===== config.mk =====
export PLATFORM = sky130hd
export DESIGN_NAME = fetch_predictor
export DESIGN_NICKNAME = d
export VERILOG_FILES = /design/src/rtl/fetch_predictor_pkg.sv /design/src/rtl/fetch_predictor_table.sv /design/src/rtl/fetch_predictor.sv
export SDC_FILE = /design/constraint.sdc
export NUM_CORES = 1
export LEC_CHECK = 0
export BUFFER_PORTS_ARGS = -buffer_cell sky130_fd_sc_hd__buf_2
export CORE_UTILIZATION = 40
export DETAILED_ROUTE_END_ITERATION = 10
export PLACE_DENSITY = 0.63
export SKIP_CTS_REPAIR_TIMING = 1
export SLEW_MARGIN = 0
export SYNTH_ARGS = -nofsm -noshare
export SYNTH_HDL_FRONTEND = slang
export SYNTH_SLANG_ARGS = --single-unit

===== constraint.sdc =====
create_clock -name clk -period 9.75 [get_ports clk]
set_input_delay 0.4875 -clock clk [delete_from_list [all_inputs] [get_ports clk]]
set_output_delay 0.4875 -clock clk [all_outputs]
set_load 0.05 [all_outputs]

===== src/rtl/fetch_predictor_pkg.sv =====
// Shared definitions for the fetch-stage branch predictor.
// Holds the default address width and the 2-bit counter encodings.
`ifndef ADDR_WIDTH
`define ADDR_WIDTH 16
`endif

package fetch_predictor_pkg;

    localparam int DEF_ADDR_WIDTH = `ADDR_WIDTH;

    localparam logic [1:0] CTR_SNT = 2'b00;
    localparam logic [1:0] CTR_WNT = 2'b01;
    localparam logic [1:0] CTR_WT  = 2'b10;
    localparam logic [1:0] CTR_ST  = 2'b11;

    // Saturating step of a 2-bit confidence counter.
    function automatic logic [1:0] ctr_next(
        input logic [1:0] ctr,
        input logic       taken
    );
        if (taken)
            return (ctr == CTR_ST) ? CTR_ST : ctr + 2'd1;
        return (ctr == CTR_SNT) ? CTR_SNT : ctr - 2'd1;
    endfunction

endpackage


===== src/rtl/fetch_predictor_table.sv =====
// predictor_table: direct-mapped entry storage with one lookup read port
// and one write port (write-first bypass onto the lookup port).
// Ports: clk, reset (sync, loads RESET_VALUE everywhere),
//   read_index/read_data   - lookup port, bypassed by a same-index write
//   write_en/write_index/write_data - entry write
//   write_old              - current contents at write_index (read-before-write
//                            view used to build the merged entry)
module predictor_table #(
    parameter int ENTRIES  = 16,
    parameter int IDX_BITS = 4,
    parameter int WIDTH    = 8,
    parameter logic [WIDTH-1:0] RESET_VALUE = '0
) (
    input  logic                clk,
    input  logic                reset,
    input  logic [IDX_BITS-1:0] read_index,
    output logic [WIDTH-1:0]    read_data,
    input  logic                write_en,
    input  logic [IDX_BITS-1:0] write_index,
    input  logic [WIDTH-1:0]    write_data,
    output logic [WIDTH-1:0]    write_old
);

    logic [WIDTH-1:0] mem [ENTRIES];

    always_ff @(posedge clk) begin
        if (reset) begin
            for (int i = 0; i < ENTRIES; i++)
                mem[i] <= RESET_VALUE;
        end else if (write_en) begin
            mem[write_index] <= write_data;
        end
    end

    // Write-first: a lookup of the index being written sees the new entry.
    assign read_data = (write_en && write_index == read_index)
                     ? write_data : mem[read_index];

    assign write_old = mem[write_index];

endmodule


===== src/rtl/fetch_predictor.sv =====
// fetch_predictor: one-cycle direct-mapped branch target predictor.
// Ports: clk, reset (sync, active-high), stall (hold outputs), pc (lookup),
//   update_valid/update_pc/update_target/update_taken (EX resolution),
//   predict_pc/predict_taken/predict_address (registered prediction).
// Macro FETCH_PREDICTOR_COUNTER_EN adds 2-bit counters; without it a tag hit
// alone predicts taken and a not-taken resolution invalidates the entry.
`ifndef ADDR_WIDTH
`define ADDR_WIDTH 16
`endif

module fetch_predictor
    import fetch_predictor_pkg::*;
#(
    parameter int ENTRIES    = 16,
    parameter int ADDR_WIDTH = `ADDR_WIDTH
) (
    input  logic                  clk,
    input  logic                  reset,
    input  logic                  stall,
    input  logic [ADDR_WIDTH-1:0] pc,
    input  logic                  update_valid,
    input  logic [ADDR_WIDTH-1:0] update_pc,
    input  logic [ADDR_WIDTH-1:0] update_target,
    input  logic                  update_taken,
    output logic [ADDR_WIDTH-1:0] predict_pc,
    output logic                  predict_taken,
    output logic [ADDR_WIDTH-1:0] predict_address
);

    localparam int IDX_BITS = $clog2(ENTRIES);
    localparam int TAG_BITS = ADDR_WIDTH - IDX_BITS;

`ifdef FETCH_PREDICTOR_COUNTER_EN
    localparam int CTR_BITS = 2;
`else
    localparam int CTR_BITS = 0;
`endif

    // Entry layout, MSB first: valid | tag | target | ctr (ctr optional).
    localparam int EW      = 1 + TAG_BITS + ADDR_WIDTH + CTR_BITS;
    localparam int TGT_LSB = CTR_BITS;
    localparam int TAG_LSB = CTR_BITS + ADDR_WIDTH;

`ifdef FETCH_PREDICTOR_COUNTER_EN
    localparam logic [EW-1:0] RESET_ENTRY = EW'(CTR_WNT);
`else
    localparam logic [EW-1:0] RESET_ENTRY = '0;
`endif

    logic [EW-1:0]         lk_entry;
    logic [EW-1:0]         old_entry;
    logic [EW-1:0]         wr_data;
    logic                  wr_en;
    logic [TAG_BITS-1:0]   lk_tag;
    logic [TAG_BITS-1:0]   up_tag;
    logic [ADDR_WIDTH-1:0] lk_target;
    logic                  lk_hit;
    logic                  lk_taken;
    logic                  up_hit;

    assign lk_tag    = pc[ADDR_WIDTH-1:IDX_BITS];
    assign up_tag    = update_pc[ADDR_WIDTH-1:IDX_BITS];
    assign lk_target = lk_entry[TGT_LSB +: ADDR_WIDTH];
    assign lk_hit    = lk_entry[EW-1]
                    && lk_entry[TAG_LSB +: TAG_BITS] == lk_tag;
    assign up_hit    = old_entry[EW-1]
                    && old_entry[TAG_LSB +: TAG_BITS] == up_tag;

`ifdef FETCH_PREDICTOR_COUNTER_EN
    logic [1:0] lk_ctr;
    assign lk_ctr   = lk_entry[1:0];
    assign lk_taken = lk_hit && (lk_ctr >= CTR_WT);
`else
    assign lk_taken = lk_hit;
`endif

    predictor_table #(
        .ENTRIES     (ENTRIES),
        .IDX_BITS    (IDX_BITS),
        .WIDTH       (EW),
        .RESET_VALUE (RESET_ENTRY)
    ) u_table (
        .clk         (clk),
        .reset       (reset),
        .read_index  (pc[IDX_BITS-1:0]),
        .read_data   (lk_entry),
        .write_en    (wr_en),
        .write_index (update_pc[IDX_BITS-1:0]),
        .write_data  (wr_data),
        .write_old   (old_entry)
    );

    // Merge the resolved branch into the entry at its index.
    always_comb begin
        wr_en   = 1'b0;
        wr_data = old_entry;
        if (update_valid) begin
            if (up_hit) begin
                wr_en = 1'b1;
`ifdef FETCH_PREDICTOR_COUNTER_EN
                wr_data[1:0] = ctr_next(old_entry[1:0], update_taken);
                if (update_taken)
                    wr_data[TGT_LSB +: ADDR_WIDTH] = update_target;
`else
                if (update_taken)
                    wr_data[TGT_LSB +: ADDR_WIDTH] = update_target;
                else
                    wr_data[EW-1] = 1'b0;
`endif
            end else if (update_taken) begin
                // Allocate, replacing whatever alias lived at this index.
                wr_en = 1'b1;
                wr_data[EW-1]                  = 1'b1;
                wr_data[TAG_LSB +: TAG_BITS]   = up_tag;
                wr_data[TGT_LSB +: ADDR_WIDTH] = update_target;
`ifdef FETCH_PREDICTOR_COUNTER_EN
                wr_data[1:0] = CTR_WT;
`endif
            end
        end
    end

    always_ff @(posedge clk) begin
        if (reset) begin
            predict_pc      <= '0;
            predict_taken   <= 1'b0;
            predict_address <= '0;
        end else if (!stall) begin
            predict_pc      <= pc;
            predict_taken   <= lk_taken;
            predict_address <= lk_taken ? lk_target
                                        : pc + ADDR_WIDTH'(1);
        end
    end

endmodule


-- Yosys cells after proc, flatten, opt, wreduce, memory -nomap -nowiden
Memories as Yosys holds them, arrays and structs flattened.
Index checks and enable logic that the tools add are counted.
- input port bits: 53
- memory bits (writable): 464
- memories: 1
- flip-flop bits (word level): 33
- word-level logic and storage cells: 32
- memory list (memory ; words ; bits a word ; read ports ; clocked after memory_dff ; wr ports ; RTL line ; RTL):
    u_table.mem ; 16 ; 29 ; 2 ; 0 ; 16 ; fetch_predictor_table.sv:24 ; logic [WIDTH-1:0] mem [ENTRIES];
- equality and inequality tests: 3
- $add $sub $neg: 1
- multiplexer cells: 20
- reductions and logical operators: 4
- operators with widths (kind ; number):
    $mux W29 ; 4
    $mux W16 ; 3
    $reduce_or A29 Y1 ; 1
    $eq A12 B12 Y1 ; 2
    $add A16 B1 Y16 const B ; 1
    $mux W12 ; 1
    $mux W1 ; 11
    $eq A4 B4 Y1 ; 1
    $mux W4 ; 1
    $logic_and A1 B1 Y1 ; 3

-- Depth between registers and ports, before layout
An unclocked memory read counts as a cell.
- word-level depth: 10
- mapped depth: 18

-- Hierarchy
From an unflattened synthesis, not the netlist that was laid out.
- cell total of the unflattened synthesis: 1758
- area total of the unflattened synthesis: 26873.3 µm²
- by module, submodules not included (module ; area each (µm²) ; cells an instance ; instances):
    predictor_table ; 24569.8 ; 1506 ; 1
    fetch_predictor ; 2303.5 ; 252 ; 1

-- Worst setup path before layout
No wires, ideal clock.
- path kind: input to register
- start: in update_pc[0]
- end: mem u_table.mem[15][0] (netlist name) (enable)
- buffers on the path: 3
- stages on the path: 15
- arrival: 4.338 ns
- path slack: 5.022 ns
- cell sequence: buf_6 -> mux4_2 -> mux4_2 -> xnor2_2 -> nand3_2 -> a2111oi_4 -> o2111a_2 -> buf_6 -> a21oi_1 -> nor3b_1 -> nand2_1 -> nor2_1 -> nand3_1 -> clkbuf_1 -> nand2b_1
- RTL lines (element ; RTL line ; RTL):
    start, declared ; fetch_predictor.sv:22 ; input logic [ADDR_WIDTH-1:0] update_pc,
    end, declared ; fetch_predictor_table.sv:24 ;

==> out/results.txt <==
Initial DRC count: 2232
Grt ovf: 0
WHS Path Cells: 3
Routed wire length: 85920 µm
CTS root buf: clkbuf_16
Final hold vios: 0
Type of origin of the critical path: input port
Layout cells sized above 1: 27.65%
Seq/Total Area, Yosys: 55.01%
Worst Reg-to-Reg Cells: 12
Final nets: 1983
Power Dens Cells: 176.9 nW/µm²
Via count: 17960
CTS tree: yes
Clock sink total: 497
Mapped Area: 26530 µm²
Internal power: 3.862 mW
Core area: 65750 µm²
Die Ht: 259.5 µm
Chip width: 259.5 µm
Via density per instance: 6.330
Final Non-Filler Cells: 2837
Max Clk Rate: 0.1576 GHz
R2R Setup Slk: 3920 ps
Hold Crit Start: pc[13]
TritonRoute pass-1 iters: 5
Syn Inst Count: 1909
Multi-input logic area: 11170 µm²
Post-synth EDFFs: 464
Fin util: 44.97%
Max_cap viols: 0
HP Class: in2reg
Sw Share: 26.19%
Port buffer count: 85
Worst slew margin: 15.49%
# IOs: 86
RSZ-0062 raised after global routing: no
P&R area growth vs syn: 11.45%
Period utilization: 65.08%
Async set-reset flop share out of synthesis: 0%
H-tree depth: 2
DR DRC count: 0
CTS max path bufs: 3
Crit end category: flop
Routed WL per cell: 30.29 µm
Commonest non-fill, non-tap cell in the layout: nor2_1
Hold Crit Endpoint: predict_pc[13]$_SDFFE_PP0N_
CTS clk-pin slew, worst paths: 60 ps
Status: complete, no violations
Antenna violations before repair: 4
Leak: 10.32 nW
Top delay family on crit path: simple AND/OR/NAND/NOR gates
Max Fanout on Critical Path: 55
Worst endpoint required time: 9980 ps
Initial Util: 40.35%
Critical path's slowest cell: nand2b_2
Kind of critical path: in2reg
Ys Warns: 0
Fill cell total of the finished layout: 5722
Critical Path AT: 6580 ps
Fin Setup TNS: 0 ps
Tmin final: 6346 ps
Worst vdd ir: 0.0001284 V
Routability cong.: 0.9649
Cells after DPL: 2739
Cells along the critical path: clkbuf_8 -> buf_4 -> mux4_2 -> mux2_2 -> xnor2_1 -> nand2_1 -> nor4_1 -> o2111a_2 -> a21oi_1 -> nor3b_1 -> nand2_1 -> nor2_1 -> nand3_2 -> nand2b_2
Library cells used by synthesis: 69
Worst hold slack: 211.1 ps
Worst path buffer plus inverter count: 2
Worst slew pin tran: 1264 ps
Clock power share: 39.1%
Flops & latches, synth: 497
TritonCTS Buffers: 52
FP Rows: 94
Syn avg cell area: 13.90 µm²
Worst r2r src: u_table.mem[15][26]$_SDFFCE_PN0P_
Full die area: 67360 µm²
Final Skew: 21.46 ps
Commonest non-fill, non-tap cells in the layout: 527 x nor2_1, 464 x edfxtp_1, 265 x mux4_2, 80 x buf_2, 68 x nand2_1
Final Setup Violations: 0
Clock latency at the later pin of the worst-skew pair: 620 ps
Worst R2R End: u_table.mem[13][18]$_SDFFCE_PN0P_
Vias in the first global route: 17880
Gr usage total: 25.52%
Syn nets: 1963
Logic gate share of total power: 14.0%
Slew Viols, Final: 0
Most common cell on crit path: nand2_1
P_sw: 1.370 mW
Seq pwr share: 46.9%
Ys flop type: edfxtp_1
Post-DRT Antenna Nets: 0
Sequential cell area: 14590 µm²
First-pass GRT wire length: 123100 µm
Largest stage delay on the critical path: 1010 ps
HPWL after DPL: 52840 µm
Pin count of the biggest net entering global routing: 61
Total power: 5.232 mW
layer usage:
layer	GRT usage, %	up-vias	wire length [µm]
met5	0	-	31
met4	11.99	4	4083
li1	-	7330	-
met2	42.11	1150	41930
met3	5.214	244	8244
met1	32.26	9231	31630
worst max path at each step:
stage | from | endpoint | slack [ps] | cells past startpoint
floorplan | update_pc[0] | u_table.mem[15][0]$_SDFFCE_PN0P_ | 5020 | 15
global placement | update_pc[0] | u_table.mem[13][26]$_SDFFCE_PN0P_ | 2870 | 14
detailed placement | update_pc[0] | u_table.mem[13][26]$_SDFFCE_PN0P_ | 2770 | 14
CTS | update_pc[0] | u_table.mem[13][18]$_SDFFCE_PN0P_ | 3430 | 14
global route | update_pc[0] | u_table.mem[13][18]$_SDFFCE_PN0P_ | 2950 | 14
finish | update_pc[0] | u_table.mem[13][18]$_SDFFCE_PN0P_ | 3400 | 14
power groups by stage:
stage                     logic [mW]  registers, mW  clock network [mW]
after floorplan                0.456           2.51                   0
after global placement         0.719           2.49                   0
after detailed placement       0.723           2.50                   0
after CTS                      0.726           2.45                2.07
after global routing           0.764           2.46                2.13
final                          0.731           2.46                2.04
cell type report:
cell class,instances,share of cell area [%]
Sequential cell,497,49.36
Clock buffer,64,4.727
Tap cell,864,3.656
Inverter,19,0.2412
Clock inverter,32,1.117
Antenna cell,2,0.01693
Timing Repair Buffer,147,3.097
Multi-Input combinational cell,1212,37.79
synthesized netlist by cell type (6+ instances only):
library cell  count  area, µm²
edfxtp_1        464      13930
mux4_2          265       5968
o2111ai_1         6      52.55
o22ai_1          14      87.58
inv_1            17      63.81
dfxtp_1          33      660.6
xnor2_1          32      280.3
nor4_2            9      112.6
xor2_1           11      96.34
nand2_1          68      255.2
buf_2            16      80.08
mux2_2           10      112.6
o21ai_0          18      90.09
nand4_1           6      37.54
and4_1           12      105.1
clkbuf_1        132      495.5
o21a_1            6      45.04
nor2b_1           8      50.05
buf_1            24      90.09
mux2i_1          65      650.6
nor2_1          527       1978
a22oi_1           6      45.04
a21oi_1          17      85.08
nand2b_1         20      125.1
o211ai_1          6      45.04
a22o_1            6      52.55
nor3_1            7      35.03
nor4_1            6      37.54
nand3_1          20      100.1
buf_6             8      90.09
a21o_1            6      45.04
metrics by stage:
step / setup slack, ps / instance area [µm²]
2_1_floorplan: 5022 / 26530
3_3_place_gp: 2872 / 27840
3_5_place_dp: 2773 / 27840
4_1_cts: 3432 / 29560
5_1_grt: 2949 / 29560
6_report: 3404 / 29570
cell families after synthesis:
kind of cell	after synthesis	share of synthesized area, %
AOI/OAI and AO/OA	122	3.471
xor gates and xnor gates	44	1.481
adders and majority gates	1	0.04715
DFF	497	55.01
and+or+nand+nor	701	11.17
buffers and inverters	200	3.146
muxes	344	25.68
flip-flops by register name, indices dropped and copies added (netlist names):
register	flops
predict_address	16
predict_taken	1
u_table.mem	464
predict_pc	16
worst reg2reg max path, delay by kind of cell (launching register included):
| kind | cells | cell delay (ps) |
|---|---|---|
| multiplexers | 2 | 1100 |
| AND/OR/NAND/NOR | 6 | 2670 |
| flip-flops | 1 | 470 |
| AO/OA/AOI/OAI | 3 | 1000 |
| XOR/XNOR | 1 | 170 |
Power figures use the tool's default switching activity.
